===== src/rtl/gemm_loader_fsm.sv =====
// GEMM loader: drains NUM_CH first-word-fall-through FIFOs into the systolic array's weight/input and partial-sum buses.
// Define GEMM_LOADER_RR_EN for round-robin arbitration; otherwise the lowest non-blocked channel wins.
module gemm_loader_fsm #(
  parameter int NUM_CH       = 4,
  parameter int ROWS         = 4,
  parameter int BITS_PER_ROW = 64,
  parameter int ROW_S_W      = $clog2(ROWS),
  parameter int ENTRY_W      = BITS_PER_ROW + ROW_S_W + 3
) (
  input  logic                        clk,
  input  logic                        rst,
  input  logic [NUM_CH*ENTRY_W-1:0]   fifo_rdata,
  input  logic [NUM_CH-1:0]           fifo_empty,
  output logic [NUM_CH-1:0]           fifo_ren,
  input  logic                        drained,
  input  logic                        fifo_has_space,
  input  logic                        new_weight,
  output logic [BITS_PER_ROW-1:0]     weight_input_data,
  output logic [ROW_S_W-1:0]          weight_input_row_sel,
  output logic [BITS_PER_ROW-1:0]     partial_sum_data,
  output logic [ROW_S_W-1:0]          partial_sum_row_sel,
  output logic                        input_enable,
  output logic                        weight_enable,
  output logic                        partial_enable,
  output logic                        weight_done,
  output logic                        busy,
  output logic                        err_illegal
);
  localparam int CH_W = (NUM_CH > 1) ? $clog2(NUM_CH) : 1;

  localparam logic [1:0] ST_IDLE  = 2'd0;
  localparam logic [1:0] ST_WWAIT = 2'd1;
  localparam logic [1:0] ST_WLOAD = 2'd2;

  localparam logic [1:0] K_INPUT   = 2'b00;
  localparam logic [1:0] K_WEIGHT  = 2'b01;
  localparam logic [1:0] K_PARTIAL = 2'b10;
  localparam logic [1:0] K_RSVD    = 2'b11;

  logic [1:0]              state, state_nxt;
  logic [CH_W-1:0]         lock_ch, lock_nxt;
  logic [ROW_S_W-1:0]      row_cnt, row_cnt_nxt;
  logic [ENTRY_W-1:0]      head [NUM_CH];
  logic [NUM_CH-1:0]       eligible;
  logic                    grant_vld;
  logic [CH_W-1:0]         grant_ch, sel_ch;
  logic [ENTRY_W-1:0]      sel_entry;
  logic [1:0]              sel_kind;
  logic                    sel_last;
  logic [ROW_S_W-1:0]      sel_rsel;
  logic [BITS_PER_ROW-1:0] sel_data;
  logic                    pop, in_stb, w_stb, p_stb, done_nxt, err_set, ptr_adv;

  // Weights and reserved entries never wait on output space; input/partial rows do.
  for (genvar i = 0; i < NUM_CH; i++) begin : g_head
    assign head[i]     = fifo_rdata[i*ENTRY_W +: ENTRY_W];
    assign eligible[i] = !fifo_empty[i] &&
                         ((head[i][1:0] == K_WEIGHT) || (head[i][1:0] == K_RSVD) ||
                          (fifo_has_space && !new_weight));
  end

`ifdef GEMM_LOADER_RR_EN
  logic [CH_W-1:0] rr_ptr;

  always_comb begin
    int idx;
    grant_vld = 1'b0;
    grant_ch  = '0;
    idx       = 0;
    for (int k = NUM_CH - 1; k >= 0; k--) begin
      idx = (int'(rr_ptr) + k) % NUM_CH;
      if (eligible[idx]) begin
        grant_vld = 1'b1;
        grant_ch  = CH_W'(idx);
      end
    end
  end

  always_ff @(posedge clk or posedge rst) begin
    if (rst)
      rr_ptr <= '0;
    else if (ptr_adv)
      rr_ptr <= (grant_ch == CH_W'(NUM_CH - 1)) ? '0 : grant_ch + 1'b1;
  end
`else
  always_comb begin
    grant_vld = 1'b0;
    grant_ch  = '0;
    for (int k = NUM_CH - 1; k >= 0; k--) begin
      if (eligible[k]) begin
        grant_vld = 1'b1;
        grant_ch  = CH_W'(k);
      end
    end
  end
`endif

  function automatic logic load_end(input logic last, input logic [ROW_S_W-1:0] cnt);
    return last || (cnt == ROW_S_W'(ROWS - 1));
  endfunction

  assign sel_ch    = (state == ST_IDLE) ? grant_ch : lock_ch;
  assign sel_entry = head[sel_ch];
  assign sel_kind  = sel_entry[1:0];
  assign sel_last  = sel_entry[2];
  assign sel_rsel  = sel_entry[3 +: ROW_S_W];
  assign sel_data  = sel_entry[3 + ROW_S_W +: BITS_PER_ROW];

  always_comb begin
    state_nxt   = state;
    lock_nxt    = lock_ch;
    row_cnt_nxt = row_cnt;
    pop         = 1'b0;
    in_stb      = 1'b0;
    w_stb       = 1'b0;
    p_stb       = 1'b0;
    done_nxt    = 1'b0;
    err_set     = 1'b0;
    ptr_adv     = 1'b0;
    case (state)
      ST_IDLE: begin
        if (grant_vld) begin
          ptr_adv = 1'b1;
          case (sel_kind)
            K_WEIGHT: begin
              lock_nxt = grant_ch;
              if (drained) begin
                pop   = 1'b1;
                w_stb = 1'b1;
                if (load_end(sel_last, row_cnt)) begin
                  done_nxt    = 1'b1;
                  row_cnt_nxt = '0;
                end else begin
                  row_cnt_nxt = row_cnt + 1'b1;
                  state_nxt   = ST_WLOAD;
                end
              end else begin
                state_nxt = ST_WWAIT;
              end
            end
            K_RSVD: begin
              pop     = 1'b1;
              err_set = 1'b1;
            end
            K_INPUT: begin
              pop    = 1'b1;
              in_stb = 1'b1;
            end
            default: begin
              pop   = 1'b1;
              p_stb = 1'b1;
            end
          endcase
        end
      end
      ST_WWAIT: begin
        if (drained) state_nxt = ST_WLOAD;
      end
      ST_WLOAD: begin
        if (!fifo_empty[lock_ch]) begin
          if (sel_kind == K_WEIGHT) begin
            pop   = 1'b1;
            w_stb = 1'b1;
            if (load_end(sel_last, row_cnt)) begin
              done_nxt    = 1'b1;
              row_cnt_nxt = '0;
              state_nxt   = ST_IDLE;
            end else begin
              row_cnt_nxt = row_cnt + 1'b1;
            end
          end else begin
            // A non-weight head means the producer cut the load short.
            done_nxt    = 1'b1;
            row_cnt_nxt = '0;
            state_nxt   = ST_IDLE;
          end
        end
      end
      default: state_nxt = ST_IDLE;
    endcase
  end

  // A pop seen while reset is held would consume an entry the reset abandons.
  always_comb begin
    fifo_ren = '0;
    if (pop && !rst) fifo_ren[sel_ch] = 1'b1;
  end

  assign busy = (state != ST_IDLE);

  always_ff @(posedge clk or posedge rst) begin
    if (rst) begin
      state                <= ST_IDLE;
      lock_ch              <= '0;
      row_cnt              <= '0;
      input_enable         <= 1'b0;
      weight_enable        <= 1'b0;
      partial_enable       <= 1'b0;
      weight_done          <= 1'b0;
      err_illegal          <= 1'b0;
      weight_input_data    <= '0;
      weight_input_row_sel <= '0;
      partial_sum_data     <= '0;
      partial_sum_row_sel  <= '0;
    end else begin
      state          <= state_nxt;
      lock_ch        <= lock_nxt;
      row_cnt        <= row_cnt_nxt;
      input_enable   <= in_stb;
      weight_enable  <= w_stb;
      partial_enable <= p_stb;
      weight_done    <= done_nxt;
      if (err_set) err_illegal <= 1'b1;
      if (in_stb || w_stb) begin
        weight_input_data    <= sel_data;
        weight_input_row_sel <= sel_rsel;
      end
      if (p_stb) begin
        partial_sum_data    <= sel_data;
        partial_sum_row_sel <= sel_rsel;
      end
    end
  end
endmodule


===== config.mk =====
export PLATFORM = sky130hd
export DESIGN_NAME = gemm_loader_fsm
export DESIGN_NICKNAME = d
export VERILOG_FILES = /design/src/rtl/gemm_loader_fsm.sv
export SDC_FILE = /design/constraint.sdc
export NUM_CORES = 1
export LEC_CHECK = 0
export ABC_AREA = 1
export CORE_MARGIN = 3
export CORE_UTILIZATION = 30
export DETAILED_ROUTE_END_ITERATION = 10
export MAX_ROUTING_LAYER = met4
export PLACE_DENSITY = 0.74
export SLEW_MARGIN = 10
export SYNTH_ARGS = -nofsm -noshare
export SYNTH_HDL_FRONTEND = slang
export SYNTH_SLANG_ARGS = --single-unit

===== constraint.sdc =====
create_clock -name clk -period 7.1 [get_ports clk]
set_input_delay 1.065 -clock clk [delete_from_list [all_inputs] [get_ports clk]]
set_output_delay 1.065 -clock clk [all_outputs]
set_load 0.02 [all_outputs]

==> results.md, run 1 <==
Status:
- The run finished with clean final reports.

Clock network:
- The count of hold buffers inserted by post-cts repair is 0.
- CTS placed an instance of sky130_fd_sc_hd__clkbuf_16 at the clock tree root.
- The clock insertion delay at the later pin of the skew report is 0.41 ns.
- The number of setup buffers added after CTS is 0.
- The clock sink count is 143.
- Buffers inserted during clock tree synthesis total 17.
- The CTS tree is yes.
- Clock-pin slew was measured on the worst setup and hold paths at ~0.070 ns.
- The clock passes through at most 2 buffers.
- The depth of the CTS H-tree is 4.
- Once the clock tree was built, the resizer swapped 0 gates to a different size.

STA:
- The maximum operating frequency is 203.0 MHz.
- The worst clock skew on the final layout is 0.01193 ns.
- The share of the cycle needed by the critical path after routing is 0.6939.
- The final hold violation count came to 0.
- Setup repair after global routing left no endpoint under its margin.
- At the pin with the least slew margin, the transition time is 0.8523 ns.
- Setup violations remaining at the end of the flow were counted as 0.
- The max-slew violation count came to 0.
- The worst hold slack after final layout is 0.5027 ns.
- The clock period minus final worst setup slack is 4.926 ns.
- In the final timing run, aggregate negative setup slack is 0 ns.
- Headroom to the max-slew limit came out at 0.4318.

Floorplan:
- The area of the die is 27800 µm².
- The number of top-level pins is 427.
- The die is 166.7 µm tall.
- From left edge to right edge, the die measures around 170 µm.
- In this run the core area contains 58 standard-cell rows.
- The effective utilization at floorplan is 0.3069.
- The total area inside the core boundary comes to 25250 µm².

Finish:
- The number of nets in the finished design is 1714.
- The sequential standard cell area is around 3600 µm².
- In the final layout, the multi-input gates occupy 3217 µm².
- The count of non-filler cells in the finished layout is about 1800.
- The area growth from synthesis to layout is 64.58%.
- The share of cells above drive strength 1 is 0.05066.
- The filler cell count in the final layout is 2453.

Worst setup path:
- For flop-to-flop paths, the worst setup slack is 3.92 ns.
- Of all nets on the critical path, the largest fanout is 68.
- The critical path contains buffers and inverters numbering 5 combined.
- For the worst setup path, the data arrival time is around 3.9 ns.
- On the critical path the largest part of the delay comes from buffers and inverters.
- The worst register-to-register path begins at state[0].
- The type of destination of the critical path is an output port.
- Among all stages on the critical path, the largest delay is contributed by sky130_fd_sc_hd__buf_4.
- Measured in cells, the most critical reg-to-reg path has a length of 14.
- The required time of the worst setup path is 6.03 ns.
- The critical path class is in2out.
- The worst register-to-register path ends at weight_input_data[22].
- For this run, the slowest stage of the critical path takes 0.65 ns.
- The critical path goes through clkdlybuf4s50_1, inv_1, nand2_1, nand2_1, nand2_1, nand2_2, nand3_4, nand2_2, nor2_4, buf_4, inv_1, nor2_1, clkdlybuf4s50_1.
- The cell with the most instances on the worst path is sky130_fd_sc_hd__nand2_1.
- The element type at the critical path start is a primary input.

Detailed routing:
- The routed wirelength normalized by instance count is ~16 µm.
- The total wirelength of the detailed-routed design is 28350 µm.
- The average vias per placed instance is 4.657.
- The first routing iteration left 501 violations.
- In the routed design, unresolved DRC markers number 0.
- The detail route stage leaves a number of antenna-violating nets equal to 0.
- The number of iterations in the first detailed-routing pass is 8.
- The via count of the routed design is between 8000 and 9000.

Power and ir drop:
- The analysis attributes to cell leakage a power of 5.660 nW.
- Of the total power, the clock network draws 0.159.
- Of the total power, the share spent switching nets is 0.4564.
- The internal portion of the total power is 3.092 mW.
- The sequential fraction of design power is 0.253.
- Of the total power, combinational logic draws 0.589.
- The worst-case IR drop observed on VDD is 312.0 µV.
- The completed layout was analyzed and its total power is 5.688 mW.
- For this design the total switching power over the nets is 2.596 mW.
- For this design the ratio of total power to cell area is around 450 nW/µm².

Synth:
- Of the post-synthesis cell area, the dominant cell type holds 0.4617.
- In the post-synthesis netlist, the biggest area contributors are sky130_fd_sc_hd__dfrtp_1, sky130_fd_sc_hd__nand2_1, sky130_fd_sc_hd__inv_1.
- After synthesis the netlist holds a flip-flop and latch count of 143.
- The number of instances in the synthesized netlist is 1031.
- The flip-flop cell with the highest count after synthesis is sky130_fd_sc_hd__dfrtp_1.
- The share of async-settable or async-resettable flops after synthesis is 1.000.
- The portion of the post-synthesis area used by sequential elements is 0.4617.
- The warning count from the yosys run is 0.
- The synthesized design spends more area on one cell type than any other, namely sky130_fd_sc_hd__dfrtp_1.
- The netlist area before placement is 7750 µm².
- In the synthesized netlist, the cells that appear most often are sky130_fd_sc_hd__nand2_1, sky130_fd_sc_hd__inv_1, sky130_fd_sc_hd__dfrtp_1.
- After synthesis, the mean cell area works out to 7.517 µm².
- The post-synth net total is 1317.
- The unique cell type count in the Yosys netlist is 28.
- The most frequent cell after synthesis is sky130_fd_sc_hd__nand2_1.
- The number of synthesized flops with an enable pin is 0.

Run:
- Across the run, the number of max-cap violations was 0.

Placement:
- The number of placed instances, taps included, is 1739.
- Routability-driven placement finished with a final weighted congestion of 0.8670.
- The HPWL after detailed placement is 21310 µm.
- Input and output buffers added on the ports amount to 426.

Global route:
- The global-route wire length before repair is 43500 µm.
- The number of global-route vias before repair was 7967.
- Across every metal layer, demand over resource in global routing totals 0.2005.
- The maximum number of pins on one net before global-route repair is 134.
- For this run the aggregate overflow at the end of global routing stands at 0.
- The initial antenna violation count came to 1.

Hold path:
- The destination of the worst hold path is err_illegal.
- The number of cells traversed by the worst hold path is 1.
- The startpoint of the lowest-slack hold path is err_illegal.
- The type of the most critical hold path is reg2reg.
-- state kept, by name, indices dropped and copies added, names as in the netlist --
register,count
partial_enable,1
weight_input_row_sel,2
err_illegal,1
weight_done,1
weight_input_data,64
lock_ch,2
input_enable,1
row_cnt,2
partial_sum_data,64
partial_sum_row_sel,2
state,2
weight_enable,1
-- power by group through the flow --
| stage | Sequential, mW | Clock (mW) | Combinational (mW) |
|---|---|---|---|
| 2_1_floorplan | 1.89 | 0 | 1.57 |
| 3_3_place_gp | 1.44 | 0 | 3.32 |
| 3_5_place_dp | 1.45 | 0 | 3.36 |
| 4_1_cts | 1.44 | 0.927 | 3.38 |
| 5_1_grt | 1.49 | 0.966 | 3.65 |
| 6_report | 1.44 | 0.902 | 3.35 |
-- worst register-to-register path: stages, from the launching register on --
cell                      delay (ns)
sky130_fd_sc_hd__dfrtp_1        0.43
sky130_fd_sc_hd__nor2_4         0.22
sky130_fd_sc_hd__inv_2          0.14
sky130_fd_sc_hd__nand2_4        0.11
sky130_fd_sc_hd__nand2_2        0.21
sky130_fd_sc_hd__nand2_1        0.12
sky130_fd_sc_hd__nand2_1        0.05
sky130_fd_sc_hd__nand2_1        0.05
sky130_fd_sc_hd__nand2_1        0.10
sky130_fd_sc_hd__nor2_1         0.20
sky130_fd_sc_hd__nand2_1        0.15
sky130_fd_sc_hd__nand3_4        0.66
sky130_fd_sc_hd__buf_4          0.48
sky130_fd_sc_hd__nand2_1        0.11
sky130_fd_sc_hd__o21ai_1        0.09
-- stage by stage --
stage	cell area [µm²]	setup slack [ns]	util
after floorplan	7750	1.105	-
after global placement	12160	2.266	0.4814
after detailed placement	12160	2.242	0.4814
after CTS	12750	2.222	0.5050
after global routing	12750	1.960	0.5051
final	12750	2.174	0.5051
-- cell families (layout without fill, tap and decap cells) --
logic type / count (synthesis) / count (layout) / share of synthesized area
AOI/OAI and AO/OA: 210 / 210 / 0.1629
and+or+nand+nor: 460 / 460 / 0.2489
adders and majority gates: 1 / 1 / 0.001614
DFF: 143 / 143 / 0.4617
other: 0 / 1 / 0
buffers and inverters: 217 / 627 / 0.1248
-- how the worst max path moves through the flow --
| stage | end | slack, ns | startpoint | cells past startpoint |
|---|---|---|---|---|
| global placement | fifo_ren[0] | 2.27 | fifo_rdata[138] | 13 |
| floorplan | fifo_ren[0] | 1.11 | rst | 3 |
| detailed placement | fifo_ren[0] | 2.24 | fifo_rdata[138] | 13 |
| CTS | fifo_ren[0] | 2.22 | fifo_rdata[138] | 13 |
| finish | fifo_ren[0] | 2.17 | fifo_rdata[138] | 13 |
| global route | fifo_ren[0] | 1.96 | fifo_rdata[138] | 13 |
-- layer usage --
| layer | vias to the layer above | track usage | wire (µm) |
|---|---|---|---|
| met3 | 44 | 0.04652 | 1976 |
| met4 | 0 | 0.06851 | 875 |
| met1 | 3784 | 0.2378 | 11460 |
| met5 | - | - | 0 |
| li1 | 4078 | - | - |
| met2 | 347 | 0.3368 | 14040 |
-- layout make-up --
type | count | area share
inverter | 160 | 0.04748
timing repair buffer | 435 | 0.3406
tap | 330 | 0.03237
multi-input combinational | 671 | 0.2522
sequential | 143 | 0.2806
clock buffer | 19 | 0.03473
antenna | 1 | 0.0001962
clock inverter | 13 | 0.01187
-- cell usage in the layout (no fill, tap or decap), types with 2 or more instances in the layout --
master,netlist,layout
sky130_fd_sc_hd__inv_2,2,3
sky130_fd_sc_hd__nand2_1,339,339
sky130_fd_sc_hd__nand2_4,2,2
sky130_fd_sc_hd__inv_6,0,7
sky130_fd_sc_hd__nor2_1,22,21
sky130_fd_sc_hd__inv_1,158,156
sky130_fd_sc_hd__buf_4,5,8
sky130_fd_sc_hd__o21ai_0,13,13
sky130_fd_sc_hd__o21ai_1,115,115
sky130_fd_sc_hd__clkinvlp_4,0,4
sky130_fd_sc_hd__dfrtp_1,143,143
sky130_fd_sc_hd__a22oi_1,66,66
sky130_fd_sc_hd__clkdlybuf4s50_1,0,426
sky130_fd_sc_hd__bufinv_16,0,2
sky130_fd_sc_hd__a21oi_1,3,3
sky130_fd_sc_hd__nand3_1,80,80
sky130_fd_sc_hd__clkbuf_16,0,17
sky130_fd_sc_hd__o21ai_2,10,10
sky130_fd_sc_hd__nor2_4,2,4
sky130_fd_sc_hd__nand3_4,2,2
sky130_fd_sc_hd__nand2_2,7,7
(Power assumes the default switching activity.)
==> run 2, diff against run 1 <==
==> constraint.sdc (replaced) <==
create_clock -name clk -period 5.05 [get_ports clk]
set_input_delay 0.7575 -clock clk [delete_from_list [all_inputs] [get_ports clk]]
set_output_delay 0.7575 -clock clk [all_outputs]
set_load 0.02 [all_outputs]
==> results.md, run 2 (same netlist as run 1, synthesis figures left out) <==
STA:
- The actual slew at the worst max-slew pin was 0.8453 ns (-0.007068 ns).
- Derived from the worst setup path, the maximum achievable clock frequency is around 230 MHz.
- Setup repair after global routing left no endpoint under its margin.
- The aggregate negative setup slack was 0 ns (unchanged).
- The minimum setup slack in the final design came to 0.7476 ns (-1.426 ns).
- The count of final setup violators is 0 (unchanged).
- The relative max-transition margin is 0.4365 (+0.004712).
- The share of the cycle needed by the critical path after routing is 0.8520.
- The worst clock skew on the final layout is 0.01290 ns (+0.0009641 ns).
- The clock period minus final worst setup slack is 4.302 ns.
- The worst hold slack after final layout is 0.5181 ns (+0.01533 ns).
- The max-slew violation count came to 0 (unchanged).
- The final hold violation count came to 0 (unchanged).

Floorplan:
- The floorplan die width is 166.7 µm (unchanged).
- The area of the die was 27800 µm² (unchanged).
- The count of standard-cell rows is 58 (unchanged).
- The effective utilization at floorplan is 0.3069 (unchanged).
- The area inside the core boundary came to 25250 µm² (unchanged).
- The number of top-level pins was 427 (unchanged).
- The die boundary height is 166.7 µm (unchanged).

Global route:
- The number of global-route vias before repair came to 8289 (+4.0%).
- The overall global routing resource usage is 0.2096 (+0.009103).
- The overflow left after global routing is 0 (unchanged).
- The global-route wire length before repair is 45170 µm (+3.8%).
- The initial antenna violation count is 0 (-1).
- The maximum number of pins on one net before global-route repair is 144 (+7.5%).

Finish:
- The share of cells above drive strength 1 is 0.05135 (+0.0006940).
- The growth of design area from synthesis to finish was 64.42% (about the same).
- The number of nets in the finished design is 1714 (unchanged).
- In the final layout, the registers with the most flip-flops are partial_sum_data (64), weight_input_data (64).
- The count of non-filler cells in the finished layout is 1771 (-0.056%).
- The count of inserted antenna diode cells came to 0 (-1).
- Leaving out fill and tap cells, the most frequent cells in the layout are sky130_fd_sc_hd__clkdlybuf4s50_1, sky130_fd_sc_hd__nand2_1, sky130_fd_sc_hd__inv_1, sky130_fd_sc_hd__dfrtp_1, sky130_fd_sc_hd__o21ai_1.
- The filler cell count in the final layout is 2460 (+0.29%).
- The most common library cell in the layout ignoring fill and taps is sky130_fd_sc_hd__clkdlybuf4s50_1.

Placement:
- The final weighted congestion in routability-driven placement is 0.8641 (-0.33%).
- The cell count after placement is 1739 (unchanged).
- The worst slack at placement came to 0.8038 ns (-1.438 ns).
- The HPWL after detailed placement is 21700 µm (+1.8%).
- The number of buffer cells added on primary ports came to 426 (unchanged).

Clock network:
- The deepest clock path buffer count is 2 (unchanged).
- The number of buffers inserted during clock tree synthesis is 17 (unchanged).
- The CTS tree is yes.
- The clock sink count is 143 (unchanged).
- The clock transition at the register clock pins on the worst setup and hold paths after CTS is 0.06 ns (about the same).
- The number of setup buffers added after CTS is 0 (unchanged).
- The clock insertion delay at the later pin of the skew report came to 0.42 ns (about the same).
- The count of hold buffers inserted by post-cts repair is 0 (unchanged).
- The depth of the CTS H-tree is 4 (unchanged).
- Clock tree synthesis selected as its root buffer the cell sky130_fd_sc_hd__clkbuf_16.
- The number of gates given a new drive strength after cts is 0 (unchanged).

Power and ir drop:
- The sequential fraction of design power came to 0.251 (-0.002).
- The combinational cell fraction of total power was 0.593 (+0.004).
- The post-route total power is 7.971 mW (+40%).
- The peak supply drop was 327.2 µV (+4.9%).
- The total internal power was 4.297 mW (+39%).
- The ratio of total power to cell area is 625.5 nW/µm² (+40%).
- The net switching power figure is 3.674 mW (+42%).
- The fraction of power consumed by the clock network is 0.155 (-0.004).
- The static power due to leakage is 5.663 nW (about the same).
- The share of total power consumed by net switching was 0.4609 (+0.004556).

Detailed routing:
- The detailed-route DRC error count is 0 (unchanged).
- The total wirelength of the detailed-routed design is 29020 µm (+2.4%).
- The routed length on met3 is 1912 µm (-3.2%).
- The number of DRC markers after the initial detailed-route iteration is 538 (+7.4%).
- The routed wirelength normalized by instance count is 16.39 µm (+2.4%).
- The via count of the routed design is 8277 (+0.29%).
- The detailed router used layers up to and including met4.
- The met1 routed wirelength after detailed routing is 12010 µm (+4.8%).
- The number of iterations in the first detailed-routing pass is 4 (-4).
- The routed length on met2 is 14190 µm (+1.1%).
- The residual antenna-violating net count after detailed routing is 0 (unchanged).
- The average vias per placed instance is 4.674 (+0.35%).

Hold path:
- The type of the most critical hold path is reg2reg.

Worst setup path:
- The signal arrival time at the worst endpoint came to 3.54 ns (-0.32 ns).
- The critical path class is in2out.
- The type of destination of the critical path is an output port.
- The maximum net fanout on the critical path is 14 (-79%).
- The worst setup path is launched from a primary input.
- The required time of the worst setup path is 4.29 ns (-1.74 ns).

Status:
- The flow ran to the end, and the final reports show no timing, DRC or antenna violations.

Run:
- The number of max-cap violations is 0 (unchanged).
==> run 2: cell type report <==
type	instances	area [µm²]	share of cell area
Sequential cell	143	3578	0.2808
Clock buffer	17	425.4	0.03339
Multi-Input combinational cell	671	3217	0.2525
Clock inverter	15	147.6	0.01159
Inverter	160	604.3	0.04743
Timing Repair Buffer	435	4357	0.3419
Tap cell	330	412.9	0.03240
==> run 2: metal layers <==
layer	track usage	up-vias
met3	0.04985	51
met4	0.07568	0
li1	-	4086
met2	0.3436	314
met1	0.2532	3826
met5	-	-
==> run 2: critical path, stage by stage <==
cell and delay, ns:
sky130_fd_sc_hd__clkdlybuf4s50_1 0.52, sky130_fd_sc_hd__inv_1 0.07, sky130_fd_sc_hd__a21oi_1 0.14, sky130_fd_sc_hd__nand2_1 0.07, sky130_fd_sc_hd__nand2_2 0.08, sky130_fd_sc_hd__nand3_4 0.09
sky130_fd_sc_hd__nand2_2 0.27, sky130_fd_sc_hd__nand3_1 0.12, sky130_fd_sc_hd__nand2_1 0.10, sky130_fd_sc_hd__nor2_1 0.07, sky130_fd_sc_hd__nor2_2 0.15, sky130_fd_sc_hd__nand2_2 0.11
sky130_fd_sc_hd__nand2_1 0.08, sky130_fd_sc_hd__nand2_1 0.14, sky130_fd_sc_hd__nor2_1 0.16, sky130_fd_sc_hd__clkdlybuf4s50_1 0.62
==> run 2: worst paths after layout <==
path,startpoint,end,slack (ns),cells after the start
max in group asynchronous,rst,partial_sum_data[3],3.39,3
setup reg to reg,state[0],state[0],2.07,14
hold reg to reg,row_cnt[1],row_cnt[1],0.52,2
hold / removal,row_cnt[1],row_cnt[1],0.52,2
min in group asynchronous,rst,partial_sum_data[47],1.00,3
setup / recovery,fifo_rdata[207],fifo_ren[3],0.75,16
==> run 2: power by group through the flow <==
| stage | clock (mW) | sequential (mW) | combinational, mW |
|---|---|---|---|
| 6_report | 1.24 | 2.00 | 4.73 |
| 3_3_place_gp | 0 | 2.00 | 4.69 |
| 3_5_place_dp | 0 | 2.02 | 4.75 |
| 4_1_cts | 1.27 | 2.01 | 4.78 |
| 2_1_floorplan | 0 | 2.65 | 2.21 |
| 5_1_grt | 1.33 | 2.08 | 5.17 |
==> run 2: through the flow <==
step | cell area, µm² | utilization
finish | 12740 | 0.5046
global route | 12740 | 0.5046
CTS | 12740 | 0.5046
detailed placement | 12170 | 0.4819
global placement | 12170 | 0.4819
floorplan | 7754 | -
